### src/rtl/l1_threshold_servo_pkg.sv
`default_nettype none
// ============================================================================
//  Module   : l1_servo_pkg
//  Purpose  : Shared types and helpers for the L1 threshold servo.
//             Holds the servo state encoding, the default threshold and
//             count widths, and the threshold clamp function.
//  Ports    : none (package)
//  Revision : 1.0  initial release
// ============================================================================
package l1_servo_pkg;

  localparam int unsigned THRESH_BITS_DEF = 18;
  localparam int unsigned COUNT_BITS_DEF  = 32;

  typedef enum logic [2:0] {
    ST_IDLE   = 3'd0,
    ST_INIT   = 3'd1,
    ST_LOAD   = 3'd2,
    ST_GAP    = 3'd3,
    ST_UPDATE = 3'd4,
    ST_START  = 3'd5,
    ST_WAIT   = 3'd6,
    ST_ADJUST = 3'd7
  } servo_state_t;

  // Widths up to 32 bits are handled by zero-extending at the call site.
  function automatic logic [31:0] clamp_u32(input logic [31:0] v,
                                            input logic [31:0] lo,
                                            input logic [31:0] hi);
    if (v < lo) return lo;
    if (v > hi) return hi;
    return v;
  endfunction

endpackage
`default_nettype wire

### src/rtl/l1_threshold_servo_if.sv
`default_nettype none
// ============================================================================
//  Module   : l1_threshold_servo_if
//  Purpose  : Threshold-load and rate-counter handshake between the servo
//             and the beamform trigger.
//  Signals  : count_i       per-beam trigger counts (valid on count_done_i)
//             count_done_i  rate window complete pulse
//             count_start_o rate window start pulse
//             thresh_o      threshold being loaded
//             thresh_ce_o   one-hot per-beam load strobe
//             update_o      commit staged thresholds pulse
//  Modports : master = servo side, slave = trigger side
//  Revision : 1.0  initial release
// ============================================================================
interface l1_threshold_servo_if
  import l1_servo_pkg::*;
#(
  parameter int unsigned NBEAMS      = 2,
  parameter int unsigned THRESH_BITS = THRESH_BITS_DEF,
  parameter int unsigned COUNT_BITS  = COUNT_BITS_DEF
);
  logic [NBEAMS*COUNT_BITS-1:0] count_i;
  logic                         count_done_i;
  logic                         count_start_o;
  logic [THRESH_BITS-1:0]       thresh_o;
  logic [NBEAMS-1:0]            thresh_ce_o;
  logic                         update_o;

  modport master (
    input  count_i, count_done_i,
    output count_start_o, thresh_o, thresh_ce_o, update_o
  );

  modport slave (
    output count_i, count_done_i,
    input  count_start_o, thresh_o, thresh_ce_o, update_o
  );
endinterface
`default_nettype wire

### src/rtl/l1_threshold_servo_step.sv
`default_nettype none
// ============================================================================
//  Module   : l1_threshold_step
//  Purpose  : Combinational compare/step/clamp for one beam threshold.
//  Ports    : i_thresh      current threshold
//             i_count       captured trigger count for the window
//             i_target      desired count per window
//             i_deadband    hold tolerance around target
//             i_step        threshold increment/decrement
//             i_thresh_min  lower clamp
//             i_thresh_max  upper clamp
//             o_thresh      next threshold
//  Revision : 1.0  initial release
// ============================================================================
module l1_threshold_step #(
  parameter int unsigned THRESH_BITS = 18,
  parameter int unsigned COUNT_BITS  = 32,
  parameter int unsigned STEP_BITS   = 8
) (
  input  logic [THRESH_BITS-1:0] i_thresh,
  input  logic [COUNT_BITS-1:0]  i_count,
  input  logic [COUNT_BITS-1:0]  i_target,
  input  logic [COUNT_BITS-1:0]  i_deadband,
  input  logic [STEP_BITS-1:0]   i_step,
  input  logic [THRESH_BITS-1:0] i_thresh_min,
  input  logic [THRESH_BITS-1:0] i_thresh_max,
  output logic [THRESH_BITS-1:0] o_thresh
);
  // Upper band edge carries one extra bit so target+deadband cannot wrap.
  logic [COUNT_BITS:0]    w_hi;
  logic [COUNT_BITS-1:0]  w_lo;
  logic [THRESH_BITS:0]   w_up_sum;
  logic [THRESH_BITS-1:0] w_up;
  logic [THRESH_BITS-1:0] w_step_t;
  logic [THRESH_BITS-1:0] w_dn_diff;
  logic [THRESH_BITS-1:0] w_dn;

  assign w_hi      = {1'b0, i_target} + {1'b0, i_deadband};
  assign w_lo      = (i_target > i_deadband) ? (i_target - i_deadband) : '0;
  assign w_step_t  = THRESH_BITS'(i_step);

  assign w_up_sum  = {1'b0, i_thresh} + {1'b0, w_step_t};
  assign w_up      = (w_up_sum > {1'b0, i_thresh_max}) ? i_thresh_max
                                                       : w_up_sum[THRESH_BITS-1:0];

  // Subtract floors at zero before the lower clamp is applied.
  assign w_dn_diff = (i_thresh > w_step_t) ? (i_thresh - w_step_t) : '0;
  assign w_dn      = (w_dn_diff < i_thresh_min) ? i_thresh_min : w_dn_diff;

  // Counts exactly on a band edge hold the threshold.
  always_comb begin
    o_thresh = i_thresh;
    if ({1'b0, i_count} > w_hi) begin
      o_thresh = w_up;
    end else if (i_count < w_lo) begin
      o_thresh = w_dn;
    end
  end
endmodule
`default_nettype wire

### src/rtl/l1_threshold_servo.sv
`default_nettype none
// ============================================================================
//  Module   : l1_threshold_servo
//  Purpose  : Closed-loop scheduler for the L1 beam thresholds. Each
//             iteration loads every beam threshold, commits them, runs a
//             trigger-rate window and steps each threshold toward target.
//  Ports    : aclk, aresetn        clock, async active-low reset
//             enable_i             servo run request (level)
//             init_thresh_i        start threshold for all beams
//             thresh_min_i/max_i   clamp range
//             target_i/deadband_i  desired count and hold tolerance
//             step_i               threshold step
//             bus                  load/count handshake (master)
//             thresh_rd_o          current threshold registers
//             busy_o               high outside IDLE
//             iter_o               completed iteration count
//  Revision : 1.0  initial release
// ============================================================================
module l1_threshold_servo
  import l1_servo_pkg::*;
#(
  parameter int unsigned NBEAMS      = 2,
  parameter int unsigned THRESH_BITS = THRESH_BITS_DEF,
  parameter int unsigned COUNT_BITS  = COUNT_BITS_DEF,
  parameter int unsigned STEP_BITS   = 8,
  parameter int unsigned LOAD_GAP    = 2
) (
  input  logic                          aclk,
  input  logic                          aresetn,
  input  logic                          enable_i,
  input  logic [THRESH_BITS-1:0]        init_thresh_i,
  input  logic [THRESH_BITS-1:0]        thresh_min_i,
  input  logic [THRESH_BITS-1:0]        thresh_max_i,
  input  logic [COUNT_BITS-1:0]         target_i,
  input  logic [COUNT_BITS-1:0]         deadband_i,
  input  logic [STEP_BITS-1:0]          step_i,
  l1_threshold_servo_if.master          bus,
  output logic [NBEAMS*THRESH_BITS-1:0] thresh_rd_o,
  output logic                          busy_o,
  output logic [15:0]                   iter_o
);
  localparam int unsigned c_IDX_W = (NBEAMS > 1) ? $clog2(NBEAMS) : 1;
  localparam int unsigned c_GAP_W = (LOAD_GAP > 1) ? $clog2(LOAD_GAP) : 1;
  localparam logic [c_IDX_W-1:0] c_LAST_IDX = c_IDX_W'(NBEAMS - 1);
  localparam logic [c_GAP_W-1:0] c_GAP_LAST = c_GAP_W'((LOAD_GAP > 0) ? LOAD_GAP - 1 : 0);

  servo_state_t           r_state, w_state_nxt;
  logic [c_IDX_W-1:0]     r_idx;
  logic [c_GAP_W-1:0]     r_gap_cnt;
  logic [THRESH_BITS-1:0] r_thresh [NBEAMS];
  logic [COUNT_BITS-1:0]  r_count  [NBEAMS];
  logic [THRESH_BITS-1:0] r_thresh_last;
  logic [15:0]            r_iter;

  logic                   w_last_beam;
  logic                   w_gap_done;
  logic [c_IDX_W-1:0]     w_idx_adv;
  logic [THRESH_BITS-1:0] w_thresh_init;
  logic [THRESH_BITS-1:0] w_step_next;

  assign w_last_beam   = (r_idx == c_LAST_IDX);
  assign w_gap_done    = (r_gap_cnt == c_GAP_LAST);
  assign w_idx_adv     = w_last_beam ? '0 : (r_idx + c_IDX_W'(1));
  assign w_thresh_init = THRESH_BITS'(clamp_u32(32'(init_thresh_i),
                                                32'(thresh_min_i),
                                                32'(thresh_max_i)));

  // Single step datapath shared by all beams; ADJUST walks r_idx across it.
  l1_threshold_step #(
    .THRESH_BITS (THRESH_BITS),
    .COUNT_BITS  (COUNT_BITS),
    .STEP_BITS   (STEP_BITS)
  ) u_step (
    .i_thresh     (r_thresh[r_idx]),
    .i_count      (r_count[r_idx]),
    .i_target     (target_i),
    .i_deadband   (deadband_i),
    .i_step       (step_i),
    .i_thresh_min (thresh_min_i),
    .i_thresh_max (thresh_max_i),
    .o_thresh     (w_step_next)
  );

  always_ff @(posedge aclk or negedge aresetn) begin
    if (!aresetn) r_state <= ST_IDLE;
    else          r_state <= w_state_nxt;
  end

  always_comb begin
    w_state_nxt = r_state;
    case (r_state)
      ST_IDLE:   if (enable_i) w_state_nxt = ST_INIT;
      ST_INIT:   w_state_nxt = ST_LOAD;
      ST_LOAD: begin
        if (LOAD_GAP != 0)    w_state_nxt = ST_GAP;
        else if (w_last_beam) w_state_nxt = ST_UPDATE;
        else                  w_state_nxt = ST_LOAD;
      end
      ST_GAP:    if (w_gap_done) w_state_nxt = w_last_beam ? ST_UPDATE : ST_LOAD;
      ST_UPDATE: w_state_nxt = ST_START;
      ST_START:  w_state_nxt = ST_WAIT;
      ST_WAIT:   if (bus.count_done_i) w_state_nxt = ST_ADJUST;
      ST_ADJUST: if (w_last_beam) w_state_nxt = enable_i ? ST_LOAD : ST_IDLE;
      default:   w_state_nxt = ST_IDLE;
    endcase
  end

  always_ff @(posedge aclk or negedge aresetn) begin
    if (!aresetn) begin
      r_idx         <= '0;
      r_gap_cnt     <= '0;
      r_thresh_last <= '0;
      r_iter        <= '0;
      for (int b = 0; b < NBEAMS; b++) begin
        r_thresh[b] <= '0;
        r_count[b]  <= '0;
      end
    end else begin
      case (r_state)
        ST_INIT: begin
          r_idx <= '0;
          for (int b = 0; b < NBEAMS; b++) r_thresh[b] <= w_thresh_init;
        end
        ST_LOAD: begin
          // Remember the loaded value so thresh_o holds it after LOAD.
          r_thresh_last <= r_thresh[r_idx];
          r_gap_cnt     <= '0;
          if (LOAD_GAP == 0) r_idx <= w_idx_adv;
        end
        ST_GAP: begin
          r_gap_cnt <= r_gap_cnt + c_GAP_W'(1);
          if (w_gap_done) begin
            r_gap_cnt <= '0;
            r_idx     <= w_idx_adv;
          end
        end
        ST_WAIT: begin
          if (bus.count_done_i) begin
            for (int b = 0; b < NBEAMS; b++)
              r_count[b] <= bus.count_i[b*COUNT_BITS +: COUNT_BITS];
          end
        end
        ST_ADJUST: begin
          r_thresh[r_idx] <= w_step_next;
          r_idx           <= w_idx_adv;
          if (w_last_beam) r_iter <= r_iter + 16'd1;
        end
        default: ;
      endcase
    end
  end

  assign bus.thresh_ce_o   = (r_state == ST_LOAD) ? (NBEAMS'(1) << r_idx) : '0;
  assign bus.thresh_o      = (r_state == ST_LOAD) ? r_thresh[r_idx] : r_thresh_last;
  assign bus.update_o      = (r_state == ST_UPDATE);
  assign bus.count_start_o = (r_state == ST_START);
  assign busy_o            = (r_state != ST_IDLE);
  assign iter_o            = r_iter;

  generate
    for (genvar b = 0; b < NBEAMS; b++) begin : g_beam_rd
      assign thresh_rd_o[b*THRESH_BITS +: THRESH_BITS] = r_thresh[b];
    end
  endgenerate
endmodule
`default_nettype wire
### src/flat_wrapper.sv
// flat-port wrapper written by rule: the top's interface ports become plain ports
module l1_threshold_servo_flat import l1_servo_pkg::*;
#(
  parameter int unsigned NBEAMS      = 2,
  parameter int unsigned THRESH_BITS = THRESH_BITS_DEF,
  parameter int unsigned COUNT_BITS  = COUNT_BITS_DEF,
  parameter int unsigned STEP_BITS   = 8,
  parameter int unsigned LOAD_GAP    = 2
)
  (aclk, aresetn, enable_i, init_thresh_i, thresh_min_i, thresh_max_i, target_i, deadband_i, step_i, thresh_rd_o, busy_o, iter_o, bus_count_i, bus_count_done_i, bus_count_start_o, bus_thresh_o, bus_thresh_ce_o, bus_update_o);
  l1_threshold_servo_if #(.NBEAMS(NBEAMS), .THRESH_BITS(THRESH_BITS), .COUNT_BITS(COUNT_BITS)) bus_i ();
  input  logic aclk;
  input  logic aresetn;
  input  logic enable_i;
  input  logic [THRESH_BITS-1:0] init_thresh_i;
  input  logic [THRESH_BITS-1:0] thresh_min_i;
  input  logic [THRESH_BITS-1:0] thresh_max_i;
  input  logic [COUNT_BITS-1:0] target_i;
  input  logic [COUNT_BITS-1:0] deadband_i;
  input  logic [STEP_BITS-1:0] step_i;
  output logic [NBEAMS*THRESH_BITS-1:0] thresh_rd_o;
  output logic busy_o;
  output logic [15:0] iter_o;
  input wire logic [$bits(bus_i.count_i)-1:0] bus_count_i;
  input wire logic [$bits(bus_i.count_done_i)-1:0] bus_count_done_i;
  output wire logic [$bits(bus_i.count_start_o)-1:0] bus_count_start_o;
  output wire logic [$bits(bus_i.thresh_o)-1:0] bus_thresh_o;
  output wire logic [$bits(bus_i.thresh_ce_o)-1:0] bus_thresh_ce_o;
  output wire logic [$bits(bus_i.update_o)-1:0] bus_update_o;
  assign bus_i.count_i = bus_count_i;
  assign bus_i.count_done_i = bus_count_done_i;
  assign bus_count_start_o = bus_i.count_start_o;
  assign bus_thresh_o = bus_i.thresh_o;
  assign bus_thresh_ce_o = bus_i.thresh_ce_o;
  assign bus_update_o = bus_i.update_o;
  l1_threshold_servo #(.NBEAMS(NBEAMS), .THRESH_BITS(THRESH_BITS), .COUNT_BITS(COUNT_BITS), .STEP_BITS(STEP_BITS), .LOAD_GAP(LOAD_GAP)) u_core (.aclk(aclk), .aresetn(aresetn), .enable_i(enable_i), .init_thresh_i(init_thresh_i), .thresh_min_i(thresh_min_i), .thresh_max_i(thresh_max_i), .target_i(target_i), .deadband_i(deadband_i), .step_i(step_i), .bus(bus_i), .thresh_rd_o(thresh_rd_o), .busy_o(busy_o), .iter_o(iter_o));
endmodule
### config.mk
export PLATFORM = sky130hd
export DESIGN_NAME = l1_threshold_servo_flat
export DESIGN_NICKNAME = d
export VERILOG_FILES = /design/src/rtl/l1_threshold_servo_pkg.sv /design/src/rtl/l1_threshold_servo_if.sv /design/src/rtl/l1_threshold_servo_step.sv /design/src/rtl/l1_threshold_servo.sv /design/src/flat_wrapper.sv
export SDC_FILE = /design/constraint.sdc
export NUM_CORES = 1
export LEC_CHECK = 0
export CORE_ASPECT_RATIO = 1.4
export CORE_MARGIN = 5
export CORE_UTILIZATION = 55
export CTS_BUF_LIST = sky130_fd_sc_hd__clkbuf_16
export CTS_CLUSTER_DIAMETER = 150
export DETAILED_ROUTE_END_ITERATION = 8
export GPL_TIMING_DRIVEN = 0
export HOLD_SLACK_MARGIN = 0.15
export PLACE_DENSITY_LB_ADDON = 0.08
export SYNTH_ARGS = -nofsm -noshare
export SYNTH_HDL_FRONTEND = slang
export SYNTH_SLANG_ARGS = --single-unit
### constraint.sdc
create_clock -name aclk -period 7.3 [get_ports aclk]
set_input_delay 1.46 -clock aclk [delete_from_list [all_inputs] [get_ports aclk]]
set_output_delay 1.46 -clock aclk [all_outputs]
set_load 0.01 [all_outputs]
==> flow_summary_export.csv <==
group,metric,value,unit
detailed_routing,drc,0,
global_routing,grt_max_degree,75,
sta,maxSlewHeadroom,0.297,
clocking,clkTransAtPathRegs,60,ps
sta,fmax,140,MHz
place,dpl.cell_count,2382,
clocking,cts_buffers,17,
pwr,vdd_ir_drop_max,199,uV
logic_synthesis,synth_top_area_frac,0.234,
sta,period_share,0.976,
logic_synthesis,ys_seq_elements,139,
clocking,tritoncts,"built",
clocking,clock_insertion_delay_worst_skew,450,ps
detailed_routing,vias_per_cell,6.01,
cells_and_area,final_cell_mix,"clkdlybuf4s50_1, ha_1, nand2_1, dfrtp_1, a21oi_1",
run_status,status,"finished clean",
logic_synthesis,ys.flop_type,"dfrtp_1",
global_routing,antenna_found_initial,1,
detailed_routing,dr.pass1.iters,6,
worst_setup_path,worstPathArrival,7430,ps
floorplan,num_rows,71,
cells_and_area,area_delta_synth_final,26.3,%
floorplan,io_pins,269,
cells_and_area,fillers,2209,
logic_synthesis,avgSynthCellArea,8.50,um2
pwr,powerDensity,416,mW/mm2
detailed_routing,wl_per_cell,21.4,um
global_routing,busiest_layer,"met2",
job,cap_violations,0,
worst_setup_path,path_delay_family,"compound AO/OA/AOI/OAI gates",
worst_setup_path,required,7610,ps
global_routing,use_met3,0.0432,
logic_synthesis,ys_seq_area_frac,0.234,
clocking,root_buffer,"clkbuf_16",
worst_setup_path,cp_cell_sequence,"clkdlybuf4s50_1, inv_1, ha_1, clkbuf_1, nand2_1, nor4_1, a21oi_2, o21bai_2, and2_0, clkbuf_2, nand2_1, ha_1, a2111oi_0, o21ai_0, o211ai_1, o211ai_1, a21oi_1, o221a_2, buf_2, buf_4, o311ai_0, o211ai_1, nand4_1",
pwr,leakage,8.59,nW
worst_setup_path,crit_cells,23,
logic_synthesis,postSynthCellCount,1748,
global_routing,first_global_vias,14683,
global_routing,grt.overflow.total,0,
worst_setup_path,slowest_delay,530,ps
sta,hold_viol_final,0,
cells_and_area,stdcell_area,0.0188,mm2
worst_setup_path,reg2reg_depth,25,
clocking,cts_hold_buffers,0,
sta,finClkSkew,10.5,ps
sta,finalSetupViolCount,0,
logic_synthesis,async_flop_share,1.00,
global_routing,grtUsageMet2,0.601,
logic_synthesis,ys_types,80,
logic_synthesis,yosysTopAreaCell,"dfrtp_1",
sta,worst_slack,178,ps
global_routing,grt_usage,0.330,
detailed_routing,drtIter0Drc,850,
floorplan,start_util,0.556,
sta,maxSlewViolCount,0,
detailed_routing,antenna_left,0,
sta,finalCriticalPeriod,7120,ps
detailed_routing,dr_total_vias,14516,
logic_synthesis,yosys-top-cells-area,"dfrtp_1, ha_1, mux2_2, a21oi_1, xnor2_1",
detailed_routing,routed_wl,51700,um
place,dp_hpwl,42900,um
logic_synthesis,netlist_area,0.0149,mm2
worst_setup_path,crit_path_max_fanout,10,
place,place.port_buffers,268,
floorplan,die_w,149,um
logic_synthesis,syn-num-nets,2161,
clocking,cts_sinks,139,
floorplan,die_y,205,um
pwr,power.total,0.00781,W
worst_hold_path,min_path_cells,1,
cells_and_area,final_common_cell,"clkdlybuf4s50_1",
place,placed_area,0.0180,mm2
worst_setup_path,crit_top_cell,"o211ai_1",
cells_and_area,layout.nets,2450,
logic_synthesis,ys.warnings.count,0,
clocking,cts_max_level,4,
clocking,cts_max_path_buffers,2,
cells_and_area,final_cells,2416,
cells_and_area,layout-drive-gt1-share,0.0976,
global_routing,grt_pass1_wl,78300,um
global_routing,use_met1,0.363,
floorplan,coreArea,0.0267,mm2
worst_setup_path,cp_slowest_cell,"nor4_1",
place,pre_cts_ws,-1460,ps
worst_setup_path,endpoint_kind,"register",
worst_setup_path,startpoint_type,"input port",
floorplan,dieArea,0.0305,mm2
worst_setup_path,worstSetupPathType,"input port to register",
worst_hold_path,min_path_type,"register to register",
worst_setup_path,critPathBufInv,6,
place,routabilityCongestion,1.01,
sta,worstMarginPinSlew,1020,ps
logic_synthesis,synth_edf_count,0,
[cells in the mapped netlist (6+ instances only)]
cell type	count
ha_1	215
xnor2_1	72
nor3_1	24
nand3_1	41
mux2_2	100
nand2b_1	41
and3_1	7
o211ai_1	40
buf_2	10
nor2b_1	17
nor2_1	127
or3_1	27
o31ai_1	11
nand4_1	57
xor2_1	24
mux2i_1	53
o21a_1	13
nor4_1	6
o311ai_0	7
a21oi_1	134
and2_1	10
dfrtp_1	139
a211oi_1	10
o21bai_1	19
inv_1	125
a21o_1	46
o21ai_0	53
nand2_1	154
clkbuf_1	60
[stage by stage]
stage,hold slack (ps),utilization,setup TNS [ps]
floorplan,474,-,0
global placement,460,0.673,-146590
detailed placement,476,0.674,-44590
CTS,491,0.698,0
global route,501,0.702,-72.5
finish,481,0.702,0
[state kept, by name (all words and copies together) (netlist names)]
signal	flops
u_core.r_state	3
u_core.r_thresh_last	18
u_core.r_gap_cnt	1
u_core.iter_o	16
u_core.r_count	64
u_core.thresh_rd_o	36
u_core.r_idx	1
[cell type report]
type	count	area (um2)	share of cell area
clock inverters	15	174	0.00926
diodes	1	2.50	0.000133
plain buffers	71	325	0.0173
multi-input cells	1408	10700	0.569
clock buffers	17	425	0.0227
inverters	125	469	0.0250
repair buffers	275	2760	0.147
flip-flops and latches	139	3480	0.185
well taps	365	457	0.0243
[final timing paths]
check	from	endpoint	slack [ps]
min reg2reg	u_core.iter_o[15]	u_core.iter_o[15]	480
max in group asynchronous	aresetn	u_core.r_count[45]	5470
max reg2reg	u_core.r_idx	u_core.thresh_rd_o[12]	480
min	u_core.iter_o[15]	u_core.iter_o[15]	480
min in group asynchronous	aresetn	u_core.iter_o[15]	1000
max	deadband_i[22]	u_core.thresh_rd_o[24]	180
[what timing repair did]
| action | CTS | global route |
|---|---|---|
| buffers inserted | 0 | 6 |
| setup endpoints to repair | 36 | 36 |
| pin swaps | 0 | 4 |
| resized for setup | 16 | 24 |
[cells by family (layout without fill, tap and decap cells)]
| family | Yosys count | count (layout) | share of synthesized area |
|---|---|---|---|
| and+or+nand+nor | 542 | 542 | 0.180 |
| muxes | 160 | 160 | 0.118 |
| xor gates and xnor gates | 96 | 96 | 0.0566 |
| other | 0 | 1 | 0 |
| buffers and inverters | 201 | 503 | 0.0529 |
| adders and majority gates | 219 | 219 | 0.186 |
| DFF | 139 | 139 | 0.234 |
| AOI/OAI and AO/OA | 391 | 391 | 0.172 |
[where the power goes]
part           switching (W)  internal, W
sequential          0.000264      0.00113
clock               0.000369     0.000536
combinational        0.00312      0.00239
total                0.00375      0.00406
[routing by layer]
layer | wire (um) | up-vias | share of wire
li1 | - | 6840 | -
met1 | 19200 | 6866 | 0.37
met2 | 26300 | 631 | 0.51
met3 | 2940 | 179 | 0.057
met4 | 3260 | 0 | 0.063
met5 | 0 | - | 0
Note: power is estimated with default switching activity, not from simulation.
